### src/rtl/wb_rr_arbiter_b3.sv
// Round-robin arbiter that lets several Wishbone B3 masters share one slave, with a stall timeout that forces a bus error.
// Grant is one cycle after cyc is seen in IDLE; the slave stall is passed straight back to the owner until the timeout fires.
module wb_rr_arbiter_b3 #(
    parameter int MASTERS = 3,
    parameter int TIMEOUT = 255
) (
    input  logic                    i_clk,
    input  logic                    i_rst,
    input  logic [MASTERS-1:0]      i_m_cyc,
    input  logic [MASTERS-1:0]      i_m_stb,
    input  logic [MASTERS*32-1:0]   i_m_adr,
    input  logic [MASTERS*32-1:0]   i_m_dat_m2s,
    input  logic [MASTERS*4-1:0]    i_m_sel,
    input  logic [MASTERS-1:0]      i_m_we,
    input  logic [MASTERS*3-1:0]    i_m_cti,
    input  logic [MASTERS-1:0]      i_m_bte,
    output logic [MASTERS*32-1:0]   o_m_dat_s2m,
    output logic [MASTERS-1:0]      o_m_ack,
    output logic [MASTERS-1:0]      o_m_err,
    output logic [MASTERS-1:0]      o_m_rty,
    output logic                    o_s_cyc,
    output logic                    o_s_stb,
    output logic                    o_s_we,
    output logic [31:0]             o_s_adr,
    output logic [31:0]             o_s_dat_m2s,
    output logic [3:0]              o_s_sel,
    output logic [2:0]              o_s_cti,
    output logic                    o_s_bte,
    input  logic [31:0]             i_s_dat_s2m,
    input  logic                    i_s_ack,
    input  logic                    i_s_err,
    input  logic                    i_s_rty,
    output logic [MASTERS-1:0]      o_gnt,
    output logic [7:0]              o_tmo_count
);

    localparam int PW = $clog2(MASTERS);
    localparam int CW = (TIMEOUT > 0) ? $clog2(TIMEOUT + 1) : 1;
    localparam logic [PW-1:0] PTR_RST  = PW'(MASTERS - 1);
    localparam logic [CW-1:0] CNT_LAST = CW'(TIMEOUT - 1);

    typedef enum logic [1:0] {ST_IDLE, ST_GRANT, ST_TERR} state_t;

    state_t             r_state, w_state_nxt;
    logic [PW-1:0]      r_owner, w_owner_nxt;
    logic [PW-1:0]      r_ptr;
    logic [CW-1:0]      r_cnt, w_cnt_nxt;
    logic [MASTERS-1:0] r_gnt, w_gnt_nxt;
    logic [7:0]         r_tmo;
    logic [PW-1:0]      w_search;
    logic               w_found;
    logic               w_sel_cyc, w_sel_stb, w_stall;

    // First requester at or after ptr+1, wrapping; earlier k wins.
    always_comb begin
        w_search = r_ptr;
        w_found  = 1'b0;
        for (int k = 1; k <= MASTERS; k++) begin
            for (int j = 0; j < MASTERS; j++) begin
                if (!w_found && i_m_cyc[j] && (j == (int'(r_ptr) + k) % MASTERS)) begin
                    w_found  = 1'b1;
                    w_search = PW'(j);
                end
            end
        end
    end

    always_comb begin
        w_sel_cyc   = 1'b0;
        w_sel_stb   = 1'b0;
        o_s_cyc     = 1'b0;
        o_s_stb     = 1'b0;
        o_s_we      = 1'b0;
        o_s_adr     = '0;
        o_s_dat_m2s = '0;
        o_s_sel     = '0;
        o_s_cti     = '0;
        o_s_bte     = 1'b0;
        o_m_dat_s2m = '0;
        o_m_ack     = '0;
        o_m_err     = '0;
        o_m_rty     = '0;
        for (int j = 0; j < MASTERS; j++) begin
            if (PW'(j) == r_owner) begin
                w_sel_cyc = i_m_cyc[j];
                w_sel_stb = i_m_stb[j];
                if (r_state == ST_GRANT) begin
                    o_s_cyc                = i_m_cyc[j];
                    o_s_stb                = i_m_stb[j];
                    o_s_we                 = i_m_we[j];
                    o_s_adr                = i_m_adr[j*32 +: 32];
                    o_s_dat_m2s            = i_m_dat_m2s[j*32 +: 32];
                    o_s_sel                = i_m_sel[j*4 +: 4];
                    o_s_cti                = i_m_cti[j*3 +: 3];
                    o_s_bte                = i_m_bte[j];
                    o_m_dat_s2m[j*32 +: 32] = i_s_dat_s2m;
                    o_m_ack[j]             = i_s_ack;
                    o_m_err[j]             = i_s_err;
                    o_m_rty[j]             = i_s_rty;
                end else if (r_state == ST_TERR) begin
                    o_m_err[j] = 1'b1;
                end
            end
        end
    end

    assign w_stall = (r_state == ST_GRANT) && w_sel_stb && !(i_s_ack || i_s_err || i_s_rty);

    always_comb begin
        w_state_nxt = r_state;
        w_owner_nxt = r_owner;
        case (r_state)
            ST_IDLE: begin
                if (|i_m_cyc) begin
                    w_state_nxt = ST_GRANT;
                    w_owner_nxt = w_search;
                end
            end
            ST_GRANT: begin
                if (!w_sel_cyc)
                    w_state_nxt = ST_IDLE;
                else if ((TIMEOUT != 0) && w_stall && (r_cnt == CNT_LAST))
                    w_state_nxt = ST_TERR;
            end
            ST_TERR: begin
                w_state_nxt = w_sel_cyc ? ST_GRANT : ST_IDLE;
            end
            default: w_state_nxt = ST_IDLE;
        endcase

        // A response in the last stalled cycle clears w_stall, so it is forwarded instead of erroring.
        w_cnt_nxt = '0;
        if ((TIMEOUT != 0) && w_stall && (w_state_nxt == ST_GRANT))
            w_cnt_nxt = r_cnt + 1'b1;

        w_gnt_nxt = '0;
        for (int j = 0; j < MASTERS; j++)
            w_gnt_nxt[j] = (w_state_nxt != ST_IDLE) && (PW'(j) == w_owner_nxt);
    end

    always_ff @(posedge i_clk) begin
        if (i_rst) begin
            r_state <= ST_IDLE;
            r_owner <= '0;
            r_ptr   <= PTR_RST;
            r_cnt   <= '0;
            r_gnt   <= '0;
            r_tmo   <= '0;
        end else begin
            r_state <= w_state_nxt;
            r_owner <= w_owner_nxt;
            r_cnt   <= w_cnt_nxt;
            r_gnt   <= w_gnt_nxt;
            if (r_state == ST_IDLE && w_state_nxt == ST_GRANT)
                r_ptr <= w_search;
            if (w_state_nxt == ST_TERR && r_tmo != 8'hFF)
                r_tmo <= r_tmo + 8'd1;
        end
    end

    assign o_gnt       = r_gnt;
    assign o_tmo_count = r_tmo;

endmodule

### config.mk
export PLATFORM = sky130hd
export DESIGN_NAME = wb_rr_arbiter_b3
export DESIGN_NICKNAME = d
export VERILOG_FILES = /design/src/rtl/wb_rr_arbiter_b3.sv
export SDC_FILE = /design/constraint.sdc
export NUM_CORES = 1
export LEC_CHECK = 0
export ABC_AREA = 1
export CORE_AREA = 2 2 177 179
export CTS_CLUSTER_SIZE = 8
export DETAILED_ROUTE_END_ITERATION = 10
export DIE_AREA = 0 0 179 181
export GPL_ROUTABILITY_DRIVEN = 1
export SYNTH_ARGS = -nofsm -noshare
export SYNTH_HDL_FRONTEND = slang
export SYNTH_SLANG_ARGS = --single-unit
### constraint.sdc
create_clock -name i_clk -period 2.5 [get_ports i_clk]
set_input_delay 0.25 -clock i_clk [delete_from_list [all_inputs] [get_ports i_clk]]
set_output_delay 0.25 -clock i_clk [all_outputs]
set_load 0.02 [all_outputs]
==> impl_metrics.json <==
{
  "area_growth_pct": 156,
  "wl_per_cell_um": 18.3,
  "path_max_fanout": 47,
  "ys_types": 31,
  "fmax_mhz": 419,
  "pre_cts_slack_ns": 0.182,
  "post_route_cells_drive_above_1_share_pct": 5.23,
  "crit_required_ns": 2.25,
  "start_util_pct": 11.3,
  "hpwl_um": 21600,
  "rows": 64,
  "grt_pass1_vias": 6077,
  "core_mm2": 0.0303,
  "multi_input_area_mm2": 0.00260,
  "io_buffers": 452,
  "worst_pin_slew_ns": 0.452,
  "synth_compound_area_share_pct": 21.9,
  "cp_slowest_stage_delay_ns": 0.67,
  "power.density_mw_per_mm2": 477,
  "die_w_um": 179,
  "htree_levels": 1,
  "ys_warn_count": 0,
  "cts_tree": "done",
  "fin_tns_setup_ns": 0,
  "cts_made_buffers": 3,
  "syn-num-nets": 931,
  "ys_ff_latch": 25,
  "skew_ns": 0.00867,
  "firstDrtPassIters": 5,
  "criticalPathCategory": "register to primary output",
  "grt_max_degree": 60,
  "crit_chain": "inv_1, nor2_4, buf_12, nand2_1, nor2_1, clkdlybuf4s50_1",
  "min_path_type": "register to register",
  "status": "completed",
  "power.leakage_nw": 4.36,
  "place.gp.congestion": 0.949,
  "setup_viol": 0,
  "viasPerCell": 4.23,
  "synth.area.mux_share_pct": 0,
  "crit_path_top_delay_cell": "clkdlybuf4s50_1",
  "ir_drop_mv": 0.337,
  "synthCells": 664,
  "max_cap_violations": 0,
  "setup.worst_path.end_class": "primary output",
  "clk_path_buf_depth": 2,
  "ctsHoldBuffers": 0,
  "grt_pass1_wl_um": 37700,
  "post-route-min-period_ns": 2.39,
  "antenna_found_initial": 3,
  "drv_slew": 0,
  "cp_num_buf_inv": 3,
  "cts_sinks": 25,
  "final_core_util_pct": 28.9,
  "nFillCells": 3368,
  "synth_xor_area_share_pct": 1.28,
  "clk-insertion-delay-late_ns": 0.27,
  "cp.arrival_ns": 2.14,
  "drtIter0Drc": 326,
  "ios": 453,
  "seq_area_um2": 503,
  "fin_ws_ns": 0.113,
  "final_nets": 1358,
  "grt_overflow": 0,
  "drc_errors": 0,
  "die_area_mm2": 0.0324,
  "root_buffer": "clkbuf_16",
  "yosys.area_share.simple_pct": 50.6,
  "syn_area_mm2": 0.00342,
  "synth_top_family_by_area": "simple AND/OR/NAND/NOR gates",
  "finalWirelength_um": 27200,
  "synth.yosys.seq_area_share_pct": 14.7,
  "slew_headroom_pct": 69.7,
  "hold_violations": 0,
  "vias": 6292,
  "syn_avg_cell_area_um2": 5.14,
  "die_height_um": 181,
  "min_period_over_period_pct": 95.5,
  "synth_adder_area_share_pct": 1.83,
  "rsz0062_at_grt": "false",
  "crit_path_start_kind": "register",
  "holdWs_ns": 0.476,
  "crit_family": "buffers and inverters",
  "grt.total_usage_pct": 15.2,
  "clkSlewWorstSetupHoldPaths_ns": 0.08,
  "ant_nets": 0
}
==> worst reg2reg max path: cells and delay by family, from the launching register on <==
family / cells / cell delay (ns)
simple gates: 9 / 1.29
flops: 1 / 0.34
fa+ha+maj: 1 / 0.34
buf+inv: 1 / 0.08
==> registers in the layout, summed over array words and instances, names as in the netlist <==
name         cells
r_state          2
r_ptr            2
r_cnt            8
r_owner          2
o_tmo_count      8
o_gnt            3
==> metal layers <==
metal / routed length, um / global-route usage, % / share of wire (%) / vias up
met5: 27 / 0 / 0.099 / -
li1: - / - / - / 3064
met2: 12800 / 25.8 / 47 / 272
met1: 11500 / 19.4 / 42 / 2920
met3: 2320 / 3.66 / 8.5 / 32
met4: 583 / 3.15 / 2.1 / 4
==> cell families (layout without fill, tap and decap cells) <==
| family | after synthesis | count (layout) |
|---|---|---|
| compound gates | 126 | 126 |
| xor+xnor | 5 | 5 |
| fa+ha+maj | 5 | 5 |
| buf+inv | 84 | 510 |
| flops | 25 | 25 |
| other cells | 0 | 1 |
| simple gates | 419 | 419 |
==> metrics by stage <==
step / area (um^2) / instances / power, mW
finish: 8760 / 1487 / 4.18
CTS: 8550 / 1485 / 4.22
global route: 8760 / 1487 / 4.47
detailed placement: 8490 / 1481 / 3.82
floorplan: 3420 / 664 / 2.05
global placement: 8490 / 1481 / 3.81
==> placed cells by master (no fill, tap or decap) <==
master | synthesis | final
inv_2 | 3 | 5
nor2_4 | 3 | 5
buf_4 | 0 | 18
dlymetal6s2s_1 | 0 | 67
o21ai_1 | 2 | 2
and3_1 | 1 | 1
ha_1 | 5 | 5
dfxtp_2 | 0 | 2
nand2_1 | 207 | 206
clkdlybuf4s50_1 | 0 | 354
a221oi_1 | 7 | 7
o21bai_1 | 1 | 1
nand2_4 | 1 | 1
xnor2_1 | 3 | 3
a21oi_1 | 35 | 35
clkbuf_16 | 0 | 4
xor2_1 | 2 | 2
dfxtp_1 | 25 | 23
nand3_1 | 15 | 15
nor2_2 | 2 | 2
buf_6 | 2 | 3
diode_2 | 0 | 1
nand2_2 | 1 | 2
nor3_1 | 34 | 34
o22ai_1 | 25 | 25
buf_12 | 0 | 11
dlygate4sd2_1 | 0 | 17
nand3_2 | 1 | 1
nor2_1 | 141 | 139
nand4_4 | 1 | 1
inv_1 | 30 | 28
inv_6 | 0 | 1
o21ai_0 | 12 | 12
clkinv_1 | 2 | 2
a31oi_1 | 43 | 43
nand4_1 | 12 | 12
o21ai_2 | 1 | 1
==> synth_stat cells (all sizes together) <==
cell | n | share of area (%)
nand2 | 209 | 23
nor2 | 146 | 17
a31oi | 43 | 7.9
a21oi | 35 | 5.1
nor3 | 34 | 5.0
inv | 33 | 3.6
clkbuf | 28 | 3.1
dfxtp | 25 | 15
o22ai | 25 | 4.6
buf | 21 | 2.8
nand3 | 16 | 2.5
o21ai | 15 | 2.3
nand4 | 13 | 2.8
a221oi | 7 | 1.8
ha | 5 | 1.8
xnor2 | 3 | 0.77
clkinv | 2 | 0.22
xor2 | 2 | 0.51
and3 | 1 | 0.18
o21bai | 1 | 0.22
==> final cells by class <==
cell class	count	area share (%)
diodes	1	0.0286
inverters	35	1.50
multi-input cells	555	29.7
well taps	396	5.66
flip-flops and latches	25	5.74
clock buffers	3	0.857
clock inverters	1	0.100
repair buffers	471	56.4
==> report_power, final <==
part | total, mW | switching, mW | internal [mW]
Combinational | 3.33 | 1.92 | 1.41
Clock | 0.398 | 0.175 | 0.222
Sequential | 0.452 | 0.0251 | 0.427
Total | 4.18 | 2.12 | 2.06
==> final timing paths <==
path              startpoint  slack, ns  cells after the start         endpoint
hold / removal      r_cnt[0]       0.48                      1         r_cnt[0]
setup reg to reg    r_ptr[0]       0.33                     11       r_owner[1]
hold reg to reg     r_cnt[0]       0.48                      1         r_cnt[0]
setup / recovery  r_state[0]       0.11                      6  o_m_dat_s2m[22]
==> timing repair <==
action / 4_1_cts / 5_1_grt
setup endpoints to repair: 51 / 78
setup buffers: 0 / 0
cloned: 0 / 1
endpoints found under the hold margin: 0 / 0
gates resized for setup: 19 / 71
Power figures use the tool's default switching activity.
